File: config.mk
export PLATFORM = sky130hd
export DESIGN_NAME = subword_serial_unit
export DESIGN_NICKNAME = d
export VERILOG_FILES = /design/src/rtl/subword_serial_unit.sv
export SDC_FILE = /design/constraint.sdc
export NUM_CORES = 1
export LEC_CHECK = 0
export CAP_MARGIN = 20
export CORE_ASPECT_RATIO = 0.6
export CORE_MARGIN = 5
export CORE_UTILIZATION = 47
export DETAILED_ROUTE_END_ITERATION = 10
export PLACE_DENSITY = 0.79
export SYNTH_ARGS = -nofsm -noshare
export SYNTH_HDL_FRONTEND = slang
export SYNTH_SLANG_ARGS = --single-unit
File: constraint.sdc
create_clock -name clk_i -period 1.8 [get_ports clk_i]
set_input_delay 0.27 -clock clk_i [delete_from_list [all_inputs] [get_ports clk_i]]
set_output_delay 0.27 -clock clk_i [all_outputs]
set_load 0.03 [all_outputs]
File: src/rtl/subword_serial_unit.sv
// Byte-serial AES SubWord: one shared external S-box, four SUB cycles per word, valid/ready on both sides.
// Optional feature macro SUBWORD_ROTWORD_EN rotates the word on capture (SubWord(RotWord(w))).
module subword_serial_unit (
   input  logic        clk_i,
   input  logic        rst_ni,
   input  logic        in_valid_i,
   output logic        in_ready_o,
   input  logic [31:0] in_word_i,
   output logic [1:0]  sel_o,
   output logic [7:0]  sbox_in_o,
   input  logic [7:0]  sbox_out_i,
   output logic        out_valid_o,
   input  logic        out_ready_i,
   output logic [31:0] out_word_o,
   output logic        busy_o
);

   typedef enum logic [1:0] {
      ST_IDLE = 2'd0,
      ST_SUB  = 2'd1,
      ST_DONE = 2'd2
   } state_e;

   state_e      state_q, state_d;
   logic [1:0]  sel_q, sel_d;
   logic [31:0] word_q, word_d;
   logic [31:0] out_word_q, out_word_d;
   logic        out_valid_q, out_valid_d;
   logic        busy_q, busy_d;
   logic        in_ready_s;
   logic        in_xfer_s;
   logic        out_xfer_s;

   function automatic logic [31:0] capture_word(input logic [31:0] w);
`ifdef SUBWORD_ROTWORD_EN
      return {w[23:0], w[31:24]};
`else
      return w;
`endif
   endfunction

   // Byte 0 of the sequence is the most significant lane.
   function automatic logic [7:0] byte_of(input logic [31:0] w, input logic [1:0] s);
      logic [7:0] b;
      case (s)
         2'd0:    b = w[31:24];
         2'd1:    b = w[23:16];
         2'd2:    b = w[15:8];
         2'd3:    b = w[7:0];
         default: b = 8'h00;
      endcase
      return b;
   endfunction

   function automatic logic [31:0] lane_write(input logic [31:0] w, input logic [1:0] s,
                                              input logic [7:0] b);
      logic [31:0] r;
      r = w;
      case (s)
         2'd0:    r[31:24] = b;
         2'd1:    r[23:16] = b;
         2'd2:    r[15:8]  = b;
         2'd3:    r[7:0]   = b;
         default: r = w;
      endcase
      return r;
   endfunction

   // Input acceptance depends only on state and the downstream ready.
   always_comb begin
      in_ready_s = 1'b0;
      case (state_q)
         ST_IDLE: in_ready_s = 1'b1;
         ST_SUB:  in_ready_s = 1'b0;
         ST_DONE: in_ready_s = out_ready_i;
         default: in_ready_s = 1'b0;
      endcase
   end

   assign in_xfer_s  = in_valid_i & in_ready_s;
   assign out_xfer_s = out_valid_q & out_ready_i;

   // Next-state, byte sequencing and result reassembly.
   always_comb begin
      state_d    = state_q;
      sel_d      = sel_q;
      word_d     = word_q;
      out_word_d = out_word_q;
      case (state_q)
         ST_IDLE: begin
            if (in_xfer_s) begin
               state_d = ST_SUB;
               word_d  = capture_word(in_word_i);
               sel_d   = 2'd0;
            end else begin
               state_d = ST_IDLE;
            end
         end
         ST_SUB: begin
            out_word_d = lane_write(out_word_q, sel_q, sbox_out_i);
            sel_d      = sel_q + 2'd1;
            if (sel_q == 2'd3) begin
               state_d = ST_DONE;
            end else begin
               state_d = ST_SUB;
            end
         end
         ST_DONE: begin
            if (out_xfer_s && in_xfer_s) begin
               state_d = ST_SUB;
               word_d  = capture_word(in_word_i);
               sel_d   = 2'd0;
            end else if (out_xfer_s) begin
               state_d = ST_IDLE;
            end else begin
               state_d = ST_DONE;
            end
         end
         default: begin
            state_d = ST_IDLE;
            sel_d   = 2'd0;
         end
      endcase
      out_valid_d = (state_d == ST_DONE);
      busy_d      = (state_d == ST_SUB);
   end

   // State and output registers.
   always_ff @(posedge clk_i or negedge rst_ni) begin
      if (!rst_ni) begin
         state_q     <= ST_IDLE;
         sel_q       <= 2'd0;
         word_q      <= 32'h0000_0000;
         out_word_q  <= 32'h0000_0000;
         out_valid_q <= 1'b0;
         busy_q      <= 1'b0;
      end else begin
         state_q     <= state_d;
         sel_q       <= sel_d;
         word_q      <= word_d;
         out_word_q  <= out_word_d;
         out_valid_q <= out_valid_d;
         busy_q      <= busy_d;
      end
   end

   // S-box input is a mux of registered state; forced to zero outside SUB.
   always_comb begin
      if (state_q == ST_SUB) begin
         sbox_in_o = byte_of(word_q, sel_q);
      end else begin
         sbox_in_o = 8'h00;
      end
   end

   assign in_ready_o  = in_ready_s;
   assign sel_o       = sel_q;
   assign out_valid_o = out_valid_q;
   assign out_word_o  = out_word_q;
   assign busy_o      = busy_q;

endmodule

==> impl_metrics.json <==
{
  "status": "finished with violations",
  "violations": "setup timing",
  "setup_tns_ns": -2.066,
  "required_ns": 1.53,
  "irDropWorstVdd_v": 0.001366,
  "start_kind": "flip-flop",
  "grt_pass1_wl_microns": 11710,
  "synth_cell_type_count": 23,
  "cts_sinks": 70,
  "dp_hpwl_microns": 5340,
  "ys_seq_elements": 70,
  "synthToLayoutAreaGrowth_pct": 46.85,
  "die_w_microns": 113.7,
  "yosys.area.top_type": "dfrtp_1",
  "setup_viol": 8,
  "initial_core_util": 0.4899,
  "cts_buffers": 9,
  "antenna_found_initial": 0,
  "clk-insertion-delay-late_ns": 0.33,
  "grt_max_degree": 43,
  "yosys.area.top_type_share": 0.5773,
  "fmax_ghz": 0.4726,
  "cts_tree": "built",
  "die_h_microns": 72.24,
  "power_per_cell_area_nw_per_um2": 2159,
  "synthesis.nets": 244,
  "post-route-min-period_ns": 2.116,
  "grt_overflow": 0,
  "synthTopCellsByArea": "dfrtp_1, mux2_4, mux2_2, a222oi_1, ha_1",
  "cts_max_level": 3,
  "min_path_type": "in2async",
  "antenna_left": 0,
  "port_buffers": 88,
  "synth_area_sq_um": 3034,
  "max_slew_margin": 0.6508,
  "ys_warn_count": 0,
  "clk_path_buf_depth": 2,
  "worst-setup-path-type": "reg2out",
  "hold_violations": 0,
  "finalNetCount": 357,
  "synth_cells": 195,
  "grt_pass1_vias": 2132,
  "wirelength_microns": 7354,
  "endpoint_kind": "primary output",
  "cp_max_fo": 6,
  "drv_slew": 0,
  "worst_pin_slew_ns": 0.5238,
  "grtUsageTotal": 0.1891,
  "setup_ws_ns": -0.3158,
  "drive_above_1_share": 0.4249,
  "gp_congestion": 0.8062,
  "rsz0062_at_grt": "true",
  "die_area_sq_um": 8215,
  "clkSlewWorstSetupHoldPaths_ns": 0.07,
  "post-route-period-util": 1.175,
  "holdWs_ns": 0.4464,
  "cp-startpoint": "sel_o[1]",
  "ys_seq_area_frac": 0.5773,
  "cp_data_arrival_time_ns": 1.85,
  "vias": 2044,
  "pin_count": 89,
  "viasPerCell": 5.149,
  "drc": 0,
  "n_antenna_cell": 0,
  "avgSynthCellArea_sq_um": 15.56,
  "wl_per_cell_microns": 18.52,
  "skew_ns": 0.004889,
  "fp.coreArea_sq_um": 6193,
  "first_iter_violations": 85,
  "cts_root_buf": "clkbuf_8",
  "leakagePower_nw": 1.922,
  "timing.rr.start": "sel_o[1]",
  "drt_pass1_iterations": 5,
  "core.rowCount": 22,
  "drv_cap": 0
}
-- synth_stat cells (all sizes together) --
library cell / n
ha: 5
o22ai: 2
nor2: 1
nand2b: 1
clkbuf: 4
and2b: 1
dfrtp: 70
a21bo: 1
a222oi: 8
a21oi: 9
inv: 5
a32o: 1
nand2: 5
o21ai: 10
mux2: 64
buf: 6
a31o: 1
and3: 1
-- per-stage QoR --
| stage | utilization | cells | cell area, sq um | total power, mW | setup WS, ns |
|---|---|---|---|---|---|
| floorplan | - | 195 | 3068 | 6.097 | -0.05977 |
| global placement | 0.6663 | 377 | 4126 | 7.971 | 0.006470 |
| detailed placement | 0.6663 | 377 | 4126 | 8.083 | -0.02269 |
| CTS | 0.7194 | 397 | 4456 | 9.691 | -0.3292 |
| global route | 0.7194 | 397 | 4456 | 10.15 | -0.4279 |
| finish | 0.7194 | 397 | 4456 | 9.620 | -0.3158 |
-- cell type report --
type / count / area, sq um
flip-flops and latches: 70 / 1754
fillers: 422 / 1738
inverters: 5 / 18.77
clock inverters: 6 / 62.56
well taps: 84 / 105.1
repair buffers: 112 / 1137
multi-input cells: 110 / 1250
clock buffers: 10 / 127.6
-- repair_timing --
action / CTS / global route
resized for setup: 29 / 0
pin swaps: 15 / 2
hold buffers: 1 / 0
endpoints found under the setup margin: 9 / 8
endpoints found under the hold margin: 18 / 0
buffers inserted: 3 / 0
-- registers in the layout, summed over array words and instances (netlist names) --
register / cells
out_word_o: 32
word_q: 32
sel_o: 2
state_q: 2
busy_o: 1
out_valid_o: 1
-- per-layer routing --
| layer | track usage | routed length, microns | part of all wire |
|---|---|---|---|
| met3 | 0.05667 | 465 | 0.063 |
| met5 | 0 | 0 | 0 |
| met2 | 0.2772 | 3273 | 0.45 |
| met4 | 0.04400 | 39 | 0.0053 |
| met1 | 0.2775 | 3576 | 0.49 |
-- kinds of logic after synthesis --
family                     after synthesis  synth area share
and+or+nand+nor                          9           0.01732
muxes                                   64            0.2746
DFF                                     70            0.5773
buffers and inverters                   15           0.03876
AOI/OAI and AO/OA                       32           0.07134
adders and majority gates                5           0.02062
-- power breakdown --
group | switching (mW) | total [mW] | internal [mW]
clock network | 0.567 | 1.20 | 0.635
registers | 0.549 | 2.95 | 2.40
logic | 2.65 | 5.47 | 2.83
-- worst max-delay path: stages, from the launching register on --
cell and delay [ns]:
dfrtp_2 0.46, buf_6 0.14, ha_4 0.17, buf_6 0.12, a222oi_1 0.36, a21oi_2 0.10, buf_6 0.15
-- layout by cell type (no fill, tap or decap), drive strengths merged --
| master | Yosys | final |
|---|---|---|
| a21bo | 1 | 1 |
| a21oi | 9 | 9 |
| a222oi | 8 | 8 |
| a31o | 1 | 1 |
| a32o | 1 | 1 |
| and2b | 1 | 1 |
| and3 | 1 | 1 |
| buf | 6 | 33 |
| bufinv | 0 | 1 |
| clkbuf | 4 | 10 |
| clkdlybuf4s50 | 0 | 76 |
| clkinv | 0 | 2 |
| clkinvlp | 0 | 3 |
| dfrtp | 70 | 70 |
| dlygate4sd2 | 0 | 2 |
| dlygate4sd3 | 0 | 1 |
| ha | 5 | 5 |
| inv | 5 | 5 |
| mux2 | 64 | 64 |
| nand2 | 5 | 5 |
| nand2b | 1 | 1 |
| nor2 | 1 | 1 |
| o21ai | 10 | 10 |
| o22ai | 2 | 2 |
-- final timing paths --
| path | end | slack, ns | cells after the start |
|---|---|---|---|
| max in group asynchronous | sel_o[1] | 0.77 | 3 |
| min | out_word_o[11] | 0.45 | 2 |
| max | sbox_in_o[1] | -0.32 | 6 |
| min reg2reg | out_word_o[24] | 0.51 | 1 |
| min in group clk_i | out_word_o[24] | 0.51 | 1 |
| max reg2reg | out_word_o[5] | 0.14 | 5 |
(Power assumes the default switching activity.)
